===== src/rtl/mod_red_pkg.sv =====
// Shared definitions for the modular-reduction arbiter.
// Contents:
//   Q           - fixed reduction modulus (8380417)
//   DATA_WIDTH  - operand width fed to the reduction unit
//   Q_WIDTH     - reduced result width
//   red_state_e - sequencer state encoding (2-bit IDLE/ISSUE/WAIT/RESP)
package mod_red_pkg;

    localparam int unsigned Q          = 8380417;
    localparam int unsigned DATA_WIDTH = 48;
    localparam int unsigned Q_WIDTH    = 23;

    typedef enum logic [1:0] {
        StIdle  = 2'd0,
        StIssue = 2'd1,
        StWait  = 2'd2,
        StResp  = 2'd3
    } red_state_e;

endpackage


===== src/rtl/mod_red_rr_arbiter.sv =====
// Combinational round-robin grant selection.
// Ports:
//   req       in  NUM_REQ  request vector
//   ptr       in  IDX_W    index given highest priority this cycle
//   grant     out NUM_REQ  one-hot grant (zero when nothing requested)
//   grant_idx out IDX_W    index of the granted requester
//   any_valid out 1        at least one request present
module mod_red_rr_arbiter
#(
    parameter int unsigned NUM_REQ = 4,
    parameter int unsigned IDX_W   = $clog2(NUM_REQ)
) (
    input  logic [NUM_REQ-1:0] req,
    input  logic [IDX_W-1:0]   ptr,
    output logic [NUM_REQ-1:0] grant,
    output logic [IDX_W-1:0]   grant_idx,
    output logic               any_valid
);

    import mod_red_pkg::*;

    int unsigned cand;

    // Walk the requesters cyclically starting at ptr; first hit wins.
    always_comb begin
        grant     = '0;
        grant_idx = '0;
        any_valid = 1'b0;
        cand      = 0;
        for (int unsigned off = 0; off < NUM_REQ; off++) begin
            cand = (32'(ptr) + off) % NUM_REQ;
            if (!any_valid && req[cand]) begin
                any_valid   = 1'b1;
                grant_idx   = IDX_W'(cand);
                grant[cand] = 1'b1;
            end
        end
    end

endmodule


===== src/rtl/mod_red_arbiter.sv =====
// Round-robin arbiter/sequencer sharing one Barrett reduction unit (q = 8380417)
// among NUM_REQ requesters. One reduction in flight at a time.
// Optional feature macro: MOD_RED_ARB_WATCHDOG_EN (adds TIMEOUT_CYCLES and err).
// Ports:
//   clk, rst_n    clock, asynchronous active-low reset
//   req_valid     in  NUM_REQ             per-requester request valid
//   req_ready     out NUM_REQ             per-requester accept (IDLE only)
//   req_data      in  NUM_REQ*DATA_WIDTH  operands, requester i at [i*DATA_WIDTH +: DATA_WIDTH]
//   rsp_valid     out NUM_REQ             per-requester response valid
//   rsp_ready     in  NUM_REQ             per-requester response accept
//   rsp_data      out Q_WIDTH             shared result bus
//   red_start     out 1                   one-cycle start pulse to reduction unit
//   red_data_in   out DATA_WIDTH          operand to reduction unit
//   red_done      in  1                   reduction complete pulse
//   red_data_out  in  Q_WIDTH             reduction result, valid with red_done
//   busy          out 1                   not in IDLE
//   err           out 1                   sticky watchdog error (watchdog build only)
module mod_red_arbiter
#(
    parameter int unsigned NUM_REQ    = 4,
    parameter int unsigned DATA_WIDTH = mod_red_pkg::DATA_WIDTH,
    parameter int unsigned Q_WIDTH    = mod_red_pkg::Q_WIDTH,
    parameter int unsigned IDX_W      = $clog2(NUM_REQ)
`ifdef MOD_RED_ARB_WATCHDOG_EN
    ,
    parameter int unsigned TIMEOUT_CYCLES = 16
`endif
) (
    input  logic                          clk,
    input  logic                          rst_n,
    input  logic [NUM_REQ-1:0]            req_valid,
    output logic [NUM_REQ-1:0]            req_ready,
    input  logic [NUM_REQ*DATA_WIDTH-1:0] req_data,
    output logic [NUM_REQ-1:0]            rsp_valid,
    input  logic [NUM_REQ-1:0]            rsp_ready,
    output logic [Q_WIDTH-1:0]            rsp_data,
    output logic                          red_start,
    output logic [DATA_WIDTH-1:0]         red_data_in,
    input  logic                          red_done,
    input  logic [Q_WIDTH-1:0]            red_data_out,
    output logic                          busy
`ifdef MOD_RED_ARB_WATCHDOG_EN
    ,
    output logic                          err
`endif
);

    import mod_red_pkg::*;

    red_state_e              state_q, state_d;
    logic [IDX_W-1:0]        ptr_q, ptr_d;
    logic [IDX_W-1:0]        gnt_idx_q;
    logic [DATA_WIDTH-1:0]   opnd_q;
    logic [Q_WIDTH-1:0]      res_q, res_d;
    logic                    accept;
    logic                    res_load;

    logic [NUM_REQ-1:0]      arb_grant;
    logic [IDX_W-1:0]        arb_idx;
    logic                    arb_any;
    logic [DATA_WIDTH-1:0]   req_slice;

    mod_red_rr_arbiter #(
        .NUM_REQ (NUM_REQ),
        .IDX_W   (IDX_W)
    ) u_rr (
        .req       (req_valid),
        .ptr       (ptr_q),
        .grant     (arb_grant),
        .grant_idx (arb_idx),
        .any_valid (arb_any)
    );

    assign req_slice = req_data[arb_idx*DATA_WIDTH +: DATA_WIDTH];

`ifdef MOD_RED_ARB_WATCHDOG_EN
    localparam int unsigned CW = (TIMEOUT_CYCLES > 1) ? $clog2(TIMEOUT_CYCLES) : 1;

    logic [CW-1:0] wd_cnt_q, wd_cnt_d;
    logic          err_q, err_d;
    logic          wd_expire;

    // Counter restarts in ISSUE so it reads zero on the first WAIT cycle.
    always_comb begin
        wd_cnt_d = wd_cnt_q;
        if (state_q == StIssue) begin
            wd_cnt_d = '0;
        end else if (state_q == StWait) begin
            wd_cnt_d = wd_cnt_q + CW'(1);
        end
    end

    assign wd_expire = (state_q == StWait) && (wd_cnt_q == CW'(TIMEOUT_CYCLES - 1));

    always_ff @(posedge clk or negedge rst_n) begin
        if (!rst_n) begin
            wd_cnt_q <= '0;
            err_q    <= 1'b0;
        end else begin
            wd_cnt_q <= wd_cnt_d;
            err_q    <= err_d;
        end
    end

    assign err = err_q;
`endif

    // Next-state logic.
    always_comb begin
        state_d  = state_q;
        ptr_d    = ptr_q;
        accept   = 1'b0;
        res_load = 1'b0;
        res_d    = red_data_out;
`ifdef MOD_RED_ARB_WATCHDOG_EN
        err_d    = err_q;
`endif
        case (state_q)
            StIdle: begin
                if (arb_any) begin
                    accept  = 1'b1;
                    state_d = StIssue;
                end
            end
            StIssue: begin
                state_d = StWait;
            end
            StWait: begin
                if (red_done) begin
                    res_load = 1'b1;
                    state_d  = StResp;
                end
`ifdef MOD_RED_ARB_WATCHDOG_EN
                // Release the requester with a zero result rather than hang.
                else if (wd_expire) begin
                    res_load = 1'b1;
                    res_d    = '0;
                    err_d    = 1'b1;
                    state_d  = StResp;
                end
`endif
            end
            StResp: begin
                if (rsp_ready[gnt_idx_q]) begin
                    ptr_d   = (gnt_idx_q == IDX_W'(NUM_REQ - 1)) ? '0 : gnt_idx_q + IDX_W'(1);
                    state_d = StIdle;
                end
            end
            default: begin
                state_d = StIdle;
            end
        endcase
    end

    always_ff @(posedge clk or negedge rst_n) begin
        if (!rst_n) begin
            state_q   <= StIdle;
            ptr_q     <= '0;
            gnt_idx_q <= '0;
            opnd_q    <= '0;
            res_q     <= '0;
        end else begin
            state_q <= state_d;
            ptr_q   <= ptr_d;
            if (accept) begin
                opnd_q    <= req_slice;
                gnt_idx_q <= arb_idx;
            end
            if (res_load) begin
                res_q <= res_d;
            end
        end
    end

    // Handshake outputs.
    always_comb begin
        req_ready = '0;
        rsp_valid = '0;
        if (state_q == StIdle) begin
            req_ready = arb_grant;
        end
        if (state_q == StResp) begin
            rsp_valid[gnt_idx_q] = 1'b1;
        end
    end

    assign red_start   = (state_q == StIssue);
    assign red_data_in = opnd_q;
    assign rsp_data    = res_q;
    assign busy        = (state_q != StIdle);

endmodule

===== config.mk =====
export PLATFORM = sky130hd
export DESIGN_NAME = mod_red_arbiter
export DESIGN_NICKNAME = d
export VERILOG_FILES = /design/src/rtl/mod_red_pkg.sv /design/src/rtl/mod_red_rr_arbiter.sv /design/src/rtl/mod_red_arbiter.sv
export SDC_FILE = /design/constraint.sdc
export NUM_CORES = 1
export LEC_CHECK = 0
export ABC_AREA = 1
export CORE_AREA = 2 2 121 123
export CTS_CLUSTER_SIZE = 14
export DETAILED_ROUTE_END_ITERATION = 8
export DIE_AREA = 0 0 123 125
export PLACE_DENSITY = 0.77
export SLEW_MARGIN = 20
export SYNTH_ARGS = -nofsm -noshare
export SYNTH_HDL_FRONTEND = slang
export SYNTH_HIERARCHICAL = 1
export SYNTH_SLANG_ARGS = --single-unit

===== constraint.sdc =====
create_clock -name clk -period 3 [get_ports clk]
set_clock_uncertainty 0.1 [all_clocks]
set_input_delay 0.6 -clock clk [delete_from_list [all_inputs] [get_ports clk]]
set_output_delay 0.6 -clock clk [all_outputs]
set_load 0.1 [all_outputs]

==> run metrics, run 1 <==
largest net degree at the start of global routing 78; post-synth top area share 39.08%; Finish-stage setup viols 0; setup ws final 0.1491 ns; Syn Std Cell Area 4931 sq um; H-Tree Depth 3; Post-synth EDFFs 0; Nets 1156; area delta synth->final 69.98%; first-pass GRT wire length 28150 um; Die Height 125 um; cells after synthesis 616; die width 123 um; layout cell share with drive strength beyond 1 22.15%; number of clock sinks 77; n_diodes 0; Seq/Total Area, Yosys 39.08%; Final Critical Period 2.851 ns; Root Driver clkbuf_16; HP Class in -> async; Clock Tree Buf Depth 2; GP Congestion 0.9017; Post-CTS Hold Fix Bufs 0; crit path from req_valid[3]; clock-pin slew on the worst setup and hold paths 0.06 ns; CTS Buf Count 9; FP Rows 44; Pre-antenna DRT Iters 4; worst slew pin tran 0.7679 ns; Post-synth top flop dfrtp_1; vias in the first global route 5606; Initial Utilization 34.72%; worst setup path class in -> out; ys async rst share 100.0%; FF-to-FF End red_data_in[23]; Slew Limit Fails 0; total nets after synthesis 856; Worst Path Max Fanout 8; fmax 0.3508 GHz; Global Route Usage Sum 23.36%; hpwl dp 13570 um; startpoint types primary input; most frequent cells after synthesis 136 x nand2_1, 77 x dfrtp_1, 62 x o21ai_0; final hold vios 0; Worst Path Arrival 2.15 ns; Worst R2R Path Depth 12; Placement Setup Slack -0.05799 ns; Syn. warnings 6; DRT iter0 DRCs 237; max-cap violation count 0; period utilisation layout 95.03%; Yosys reg bits 77; post-route antenna net violation count 0; ranking of synthesized cells by area dfrtp_1 39%, nand2_1 10%, o211ai_1 6.9%, o21ai_0 6.3%, mux2_2 5.3%; post-synth top area cell dfrtp_1; core area 14200 sq um; distinct cell type count after synthesis 29; port buffer count 306; reg2reg setup slack 0.36 ns; final WL 17800 um; Worst R2R Start ptr_q[1]; Routed WL per cell 16.11 um; syn_area_per_cell 8.005 sq um; most common cell in the netlist nand2_1; routed vias/inst 4.970; CTS tree built; initial antenna violation count 0; run status finished, final reports clean; CP endpoint kind output pin; vias 5492; # DRC 0; Ports 307; total gr overflow 0; Worst Path Required 2.30 ns; Clk Latency, worst-skew pair 0.34 ns; Die ar. 15380 sq um; slew margin rel. 48.81%; Critical Path End req_ready[1]
[per-layer routing]
metal | GRT usage, % | wire length, um | vias to the layer above
met4 | 8.890 | 518 | 0
li1 | - | - | 2695
met5 | 0 | 0 | -
met1 | 26.96 | 7050 | 2541
met2 | 40.40 | 8845 | 218
met3 | 6.843 | 1385 | 38
[kinds of logic (layout without fill, tap and decap cells)]
| group | count (synthesis) | after routing | synth area share [%] |
|---|---|---|---|
| simple gates | 276 | 277 | 25.86 |
| compound gates | 159 | 159 | 19.64 |
| flops | 77 | 77 | 39.08 |
| buf+inv | 67 | 371 | 6.623 |
| mux | 23 | 23 | 5.253 |
| fa+ha+maj | 14 | 14 | 3.552 |
[stage by stage]
step / util (%) / instance area, sq um / hold WS (ns) / std cells / TNS [ns]
6_report: 59.01 / 8382 / 0.1612 / 1105 / 0
5_1_grt: 59.01 / 8382 / 0.2688 / 1105 / -0.002128
4_1_cts: 58.73 / 8342 / 0.3834 / 1103 / 0
3_5_place_dp: 56.77 / 8063 / 0.3662 / 1087 / -0.3447
3_3_place_gp: 56.77 / 8063 / 0.3646 / 1087 / 0
2_1_floorplan: - / 4931 / 0.2044 / 616 / 0
[worst min path at each step]
stage,start,to,slack [ns],cells past startpoint
6_report,rst_n,red_data_in[3],0.16,1
5_1_grt,rst_n,ptr_q[0],0.27,1
4_1_cts,rst_n,red_data_in[46],0.38,1
3_5_place_dp,red_data_in[44],red_data_in[44],0.37,2
3_3_place_gp,red_data_in[7],red_data_in[7],0.36,2
2_1_floorplan,rst_n,gnt_idx_q[0],0.20,0
[sequential cells by signal, summed over array words and instances, names as in the netlist]
signal       flops
ptr_q            2
state_q          2
rsp_data        23
gnt_idx_q        2
red_data_in     48
[worst max-delay path: stages]
cell,delay [ns]
clkdlybuf4s50_1,0.50
inv_1,0.05
nand2_1,0.11
nand2_1,0.07
nand2_1,0.06
nand2_2,0.12
inv_2,0.13
nand3_1,0.08
nand3_1,0.09
nand2_1,0.05
inv_1,0.10
buf_12,0.18
[layout by cell type (no fill, tap or decap), drive strengths merged]
cell / n
or2: 49
buf: 103
dfrtp: 77
a21oi: 7
nand4: 7
inv: 30
clkbuf: 10
nor2: 54
o2111ai: 1
nand3: 21
ha: 14
o211ai: 47
nand2: 146
clkinv: 4
a21boi: 4
o22ai: 25
mux2: 23
clkdlybuf4s50: 224
o21ai: 75
[cell type report]
cell class / instances / area, sq um
inverter: 28 / 107.6
clock buffer: 10 / 229.0
tap: 184 / 230.2
fill: 1292 / 5822
clock inverter: 6 / 47.55
timing repair buffer: 327 / 3119
sequential: 77 / 1927
multi-input combinational: 473 / 2721
[timing repair]
action	4_1_cts	5_1_grt
gates cloned	0	1
pin swaps	0	1
gates resized for setup	1	4
setup buffers	0	1
endpoints found under the setup margin	4	4
Power of run 1 is not shown: default switching activity piles up to over one toggle a cycle in this logic, so the estimate is an artifact.
==> run 2: changes to the inputs <==
CAP_MARGIN = 10   (was not set)
==> results of run 2 <==
Final layout, timing and power as in run 1 (identical DEF).
Power of run 2 is left out for the same reason.
